--- src/rtl/weight_buffer_pingpong_pkg.sv ---
// Shared constants and width helpers for the ping-pong weight buffer.
// Lane-select width is derived from the write/read width ratio.
package weight_buffer_pingpong_pkg;

    function automatic int c_log_2(input int value);
        int n;
        n = 0;
        for (int i = 0; i < 31; i++) begin
            if ((1 << i) < value) n = i + 1;
        end
        return n;
    endfunction

    function automatic int lane_sel_width(input int wr_width, input int rd_width);
        return c_log_2(wr_width / rd_width);
    endfunction

endpackage

--- src/rtl/weight_bank_ram.sv ---
// Simple dual-port bank RAM: one write port, one registered read port.
// No reset; contents are undefined until written.
module weight_bank_ram #(
    parameter int WIDTH      = 64,
    parameter int ADDR_WIDTH = 5
) (
    input  logic                  clk,
    input  logic                  wr_en,
    input  logic [ADDR_WIDTH-1:0] wr_addr,
    input  logic [WIDTH-1:0]      wr_data,
    input  logic                  rd_en,
    input  logic [ADDR_WIDTH-1:0] rd_addr,
    output logic [WIDTH-1:0]      rd_data
);

    logic [WIDTH-1:0] mem [(1 << ADDR_WIDTH)];

    always_ff @(posedge clk) begin
        if (wr_en) mem[wr_addr] <= wr_data;
        if (rd_en) rd_data <= mem[rd_addr];
    end

endmodule

--- src/rtl/weight_buffer_pingpong.sv ---
// Ping-pong weight buffer: write side fills one bank while the PE side
// drains the other; ownership moves via commit/release handshakes.
module weight_buffer_pingpong
    import weight_buffer_pingpong_pkg::*;
#(
    parameter int RD_WIDTH      = 16,
    parameter int WR_WIDTH      = 64,
    parameter int RD_ADDR_WIDTH = 7,
    parameter int WR_ADDR_WIDTH = 5
) (
    input  logic                     clk,
    input  logic                     resetn,
    input  logic                     write_req,
    input  logic [WR_ADDR_WIDTH-1:0] write_addr,
    input  logic [WR_WIDTH-1:0]      write_data,
    input  logic                     write_commit,
    output logic                     wr_bank_ready,
    output logic                     wr_overflow,
    input  logic                     read_req,
    input  logic [RD_ADDR_WIDTH-1:0] read_addr,
    input  logic                     read_release,
    output logic                     rd_bank_valid,
    output logic [RD_WIDTH-1:0]      read_data,
    output logic                     read_valid
);

    localparam int RATIO     = WR_WIDTH / RD_WIDTH;
    localparam int LANE_BITS = lane_sel_width(WR_WIDTH, RD_WIDTH);
    localparam int LSW       = (LANE_BITS > 0) ? LANE_BITS : 1;

    logic [1:0] full;
    logic [1:0] release_pending;
    logic       wr_sel;
    logic       rd_sel;
    logic       wr_ok;
    logic       commit_ok;
    logic       release_ok;
    logic       read_ok;

    assign wr_bank_ready = ~full[wr_sel] & ~release_pending[wr_sel];
    assign rd_bank_valid = full[rd_sel];
    assign wr_ok         = write_req & wr_bank_ready;
    assign commit_ok     = write_commit & wr_bank_ready;
    assign release_ok    = read_release & rd_bank_valid;
    assign read_ok       = read_req & rd_bank_valid;

    // A released bank stays full one extra cycle so in-flight reads finish.
    always_ff @(posedge clk or negedge resetn) begin
        if (!resetn) begin
            full            <= 2'b00;
            release_pending <= 2'b00;
            wr_sel          <= 1'b0;
            rd_sel          <= 1'b0;
            wr_overflow     <= 1'b0;
        end else begin
            full <= (full & ~release_pending)
                  | (commit_ok ? (2'b01 << wr_sel) : 2'b00);
            release_pending <= release_ok ? (2'b01 << rd_sel) : 2'b00;
            if (commit_ok) wr_sel <= ~wr_sel;
            if (release_ok) rd_sel <= ~rd_sel;
            if ((write_req | write_commit) & ~wr_bank_ready) wr_overflow <= 1'b1;
        end
    end

    logic                     s1_valid;
    logic                     s1_bank;
    logic [WR_ADDR_WIDTH-1:0] s1_word;
    logic [LSW-1:0]           s1_lane;
    logic                     s2_valid;
    logic                     s2_bank;
    logic [LSW-1:0]           s2_lane;
    logic [LSW-1:0]           lane_in;
    logic [WR_WIDTH-1:0]      bank_q [2];
    logic [WR_WIDTH-1:0]      word;
    logic [RD_WIDTH-1:0]      lane_data;

    if (LANE_BITS == 0) begin : g_no_lane
        assign lane_in = '0;
    end else begin : g_lane
        assign lane_in = read_addr[LSW-1:0];
    end

    for (genvar b = 0; b < 2; b++) begin : g_bank
        weight_bank_ram #(
            .WIDTH      (WR_WIDTH),
            .ADDR_WIDTH (WR_ADDR_WIDTH)
        ) u_ram (
            .clk     (clk),
            .wr_en   (wr_ok && (wr_sel == 1'(b))),
            .wr_addr (write_addr),
            .wr_data (write_data),
            .rd_en   (s1_valid && (s1_bank == 1'(b))),
            .rd_addr (s1_word),
            .rd_data (bank_q[b])
        );
    end

    assign word = bank_q[s2_bank];

    always_comb begin
        lane_data = '0;
        for (int i = 0; i < RATIO; i++) begin
            if (s2_lane == LSW'(i)) lane_data = word[i*RD_WIDTH +: RD_WIDTH];
        end
    end

    always_ff @(posedge clk or negedge resetn) begin
        if (!resetn) begin
            s1_valid   <= 1'b0;
            s1_bank    <= 1'b0;
            s1_word    <= '0;
            s1_lane    <= '0;
            s2_valid   <= 1'b0;
            s2_bank    <= 1'b0;
            s2_lane    <= '0;
            read_valid <= 1'b0;
            read_data  <= '0;
        end else begin
            s1_valid <= read_ok;
            if (read_ok) begin
                s1_bank <= rd_sel;
                s1_word <= read_addr[RD_ADDR_WIDTH-1 -: WR_ADDR_WIDTH];
                s1_lane <= lane_in;
            end
            s2_valid   <= s1_valid;
            s2_bank    <= s1_bank;
            s2_lane    <= s1_lane;
            read_valid <= s2_valid;
            if (s2_valid) read_data <= lane_data;
        end
    end

endmodule

--- config.mk ---
export PLATFORM = sky130hd
export DESIGN_NAME = weight_buffer_pingpong
export DESIGN_NICKNAME = d
export VERILOG_FILES = /design/src/rtl/weight_buffer_pingpong_pkg.sv /design/src/rtl/weight_bank_ram.sv /design/src/rtl/weight_buffer_pingpong.sv
export SDC_FILE = /design/constraint.sdc
export NUM_CORES = 2
export LEC_CHECK = 0
export ABC_CLOCK_PERIOD_IN_PS = 4400
export BUFFER_PORTS_ARGS = -buffer_cell sky130_fd_sc_hd__buf_2
export CORE_MARGIN = 2
export CORE_UTILIZATION = 40
export DETAILED_ROUTE_END_ITERATION = 10
export RECOVER_POWER = 50
export SYNTH_ARGS = -nofsm -noshare
export SYNTH_HDL_FRONTEND = slang
export SYNTH_HIERARCHICAL = 1
export SYNTH_SLANG_ARGS = --single-unit
--- constraint.sdc ---
create_clock -name clk -period 4.4 [get_ports clk]
set_input_delay 0.88 -clock clk [delete_from_list [all_inputs] [get_ports clk]]
set_output_delay 0.88 -clock clk [all_outputs]
set_load 0.03 [all_outputs]
==> flow_summary.toml <==
[setup_path]
arrival_ns = 4.40
cp-start-kind = "register"
critPathKind = "register to register"
crit_required_ns = 4.91
crit_fanout = 23
worstSetupEndpointType = "register"

[synth]
synth.distinct_cells = 45
yosysWarnings = 6
synth_edf_count = 4224
synth_top_area_frac = 0.784
syn_nets = 6514
synthCells = 6432
ys_seq_area_frac = 0.790
synthTopCellsByArea = "edfxtp_1 (78%), mux4_2 (17%), mux2_2 (1.1%)"
synth_area_per_cell_um2 = 25.2
synth_top_cell_by_area = "edfxtp_1"
ys_ff_latch = 4261
ys_async_sr_fraction = 0.00868
ys.flop_type = "edfxtp_1"
synth_area_um2 = 162000

[power_and_ir_drop]
powerDensity_nw_per_um2 = 600
leakage_nw = 56.9
peakVddDrop_v = 0.000502

[final_layout]
layout-drive-gt1-share = 0.328
area_delta_synth_final_pct = 14.8
final_common_cell = "edfxtp_1"
nNetsFinal = 7024
finalNonFillerCells = 12710
layout_common_cells = "edfxtp_1 (4,224), mux4_2 (1,212), clkbuf_16 (422)"

[detailed_routing]
drt-wirelength-per-cell_um = 35.4
ant_nets = 0
wirelength_mm = 450
drt-initial-drc-count = 10332
vias_per_cell = 5.91
dr.pass1.iters = 5
vias = 75124
drc = 0

[floorplan]
boundaryPins = 102
dieArea_um2 = 410000
core_area_um2 = 403000
initial_core_util = 0.402
die_w_um = 640
rows = 233
die_h_um = 640

[sta]
relSlewSlack = -1.05
tns_ns = 0
finalCritPeriodShare = 0.884
rsz0062_at_grt = "false"
skew_ns = 0.0738
finalHoldViolCount = 0
tightest_slew_ns = 3.07
setup_viol = 0
period_minus_slack_ns = 3.89
slew_viol_final = 4290
fmax_mhz = 257

[grt]
antenna_found_initial = 29
grtUsageTotal = 0.218
grt_pass1_wl_mm = 620
grt_pass1_vias = 75953
grt_max_degree = 88
grt_remaining_overflow = 0

[place]
portBuffers = 101
dpl.hpwl_mm = 242
post-place-cells = 11924
gp_congestion = 0.791

[clocking]
root_buffer = "clkbuf_16"
cts_setup_buffers = 0
cts_tree = "yes"
numClockSinks = 4261
clock_path_buffers = 4
clk_pin_slew_ns = 0.06
cts_made_buffers = 420
cts.htree.levels = 5
clkLatencyLatePin_ns = 1.00

[run_status]
status = "finished, violations left"
failed_checks = "max-capacitance violations, max-slew violations"

[job]
maxCapViolations = 69

[worst_hold_path]
min_path_type = "input port to register"
-- cell families (layout without fill, tap and decap cells) --
logic type | count (synthesis) | after routing | synth area share
flip-flops | 4261 | 4261 | 0.790
AND/OR/NAND/NOR | 194 | 194 | 0.00602
other | 0 | 16 | 0
multiplexers | 1492 | 1492 | 0.187
buffers and inverters | 336 | 1193 | 0.0101
AO/OA/AOI/OAI | 149 | 149 | 0.00705
-- area by class of cell --
| type | count | area, µm² |
|---|---|---|
| antenna | 16 | 40.0 |
| clock buffer | 511 | 10900 |
| clock inverter | 258 | 2320 |
| fill | 32709 | 217000 |
| inverter | 5 | 18.8 |
| multi-input combinational | 1835 | 32900 |
| sequential | 4261 | 128000 |
| tap | 5405 | 6760 |
| timing repair buffer | 419 | 5140 |
-- path summary, 6_finish.rpt --
kind / from / to / slack (ns) / cells after the start
max in group asynchronous: resetn / s1_word[1] / 0.67 / 3
worst min register to register: s1_lane[1] / s2_lane[1] / 0.38 / 0
worst max-delay path: full[1] / g_bank[1].u_ram/mem[18][47] / 0.51 / 6
worst min-delay path: read_addr[6] / s1_word[4] / 0.12 / 2
worst max register to register: full[1] / g_bank[1].u_ram/mem[18][47] / 0.51 / 6
min in group asynchronous: resetn / s1_bank / 0.67 / 2
-- power breakdown --
| part | total, mW | internal [mW] | switching (mW) |
|---|---|---|---|
| combinational | 29.2 | 14.5 | 14.6 |
| clock | 34.9 | 19.4 | 15.4 |
| sequential | 47.5 | 46.1 | 1.37 |
-- Yosys cell counts (all sizes together), types with 10 or more instances --
master	instances
mux2i	124
mux4	1212
mux2	156
nand2	25
o22a	16
o21ai	18
clkbuf	115
nor2	103
edfxtp	4224
a221oi	24
o22ai	20
a21oi	13
nand3b	10
and2	10
nand2b	22
buf	216
dfrtp	37
-- layer usage --
| metal | GRT usage | up-vias | wire length (µm) |
|---|---|---|---|
| li1 | - | 29088 | - |
| met1 | 0.302 | 41679 | 177000 |
| met2 | 0.356 | 3666 | 220000 |
| met3 | 0.0387 | 677 | 38800 |
| met4 | 0.0624 | 14 | 14200 |
| met5 | 0 | - | 81 |
-- state kept, by name, indices dropped and copies added (netlist names) --
signal,count
s2_valid,1
g_bank.u_ram/rd_data,128
s2_lane,2
full,2
s1_word,5
read_valid,1
wr_overflow,1
s1_lane,2
s1_bank,1
s1_valid,1
read_data,16
rd_sel,1
release_pending,2
g_bank.u_ram/mem,4096
wr_sel,1
s2_bank,1
-- critical path, cell delays in order (launching register included) --
cell	delay [ns]
dfrtp_1	0.42
nor2_1	0.21
and3_1	0.31
nand3b_1	0.11
buf_4	0.24
nor2_1	0.26
dlymetal6s4s_1	1.77
-- metrics by stage --
step	hold slack (ns)	worst slack [ns]	total power [mW]	instance area, µm²	utilization
finish	0.117	0.510	112	186000	0.461
global placement	0.362	0.846	77.6	173000	0.429
global route	0.101	0.494	115	186000	0.461
floorplan	0.349	-0.476	68.1	162000	-
detailed placement	0.360	0.859	77.7	173000	0.429
CTS	0.0422	1.00	112	186000	0.462
-- repair_timing --
action                     CTS  global route
resized for setup            0             0
hold endpoints to repair    16             0
hold buffers                 1             0
setup endpoints to repair    0             0
No activity file was read; power rests on OpenSTA's default activity.
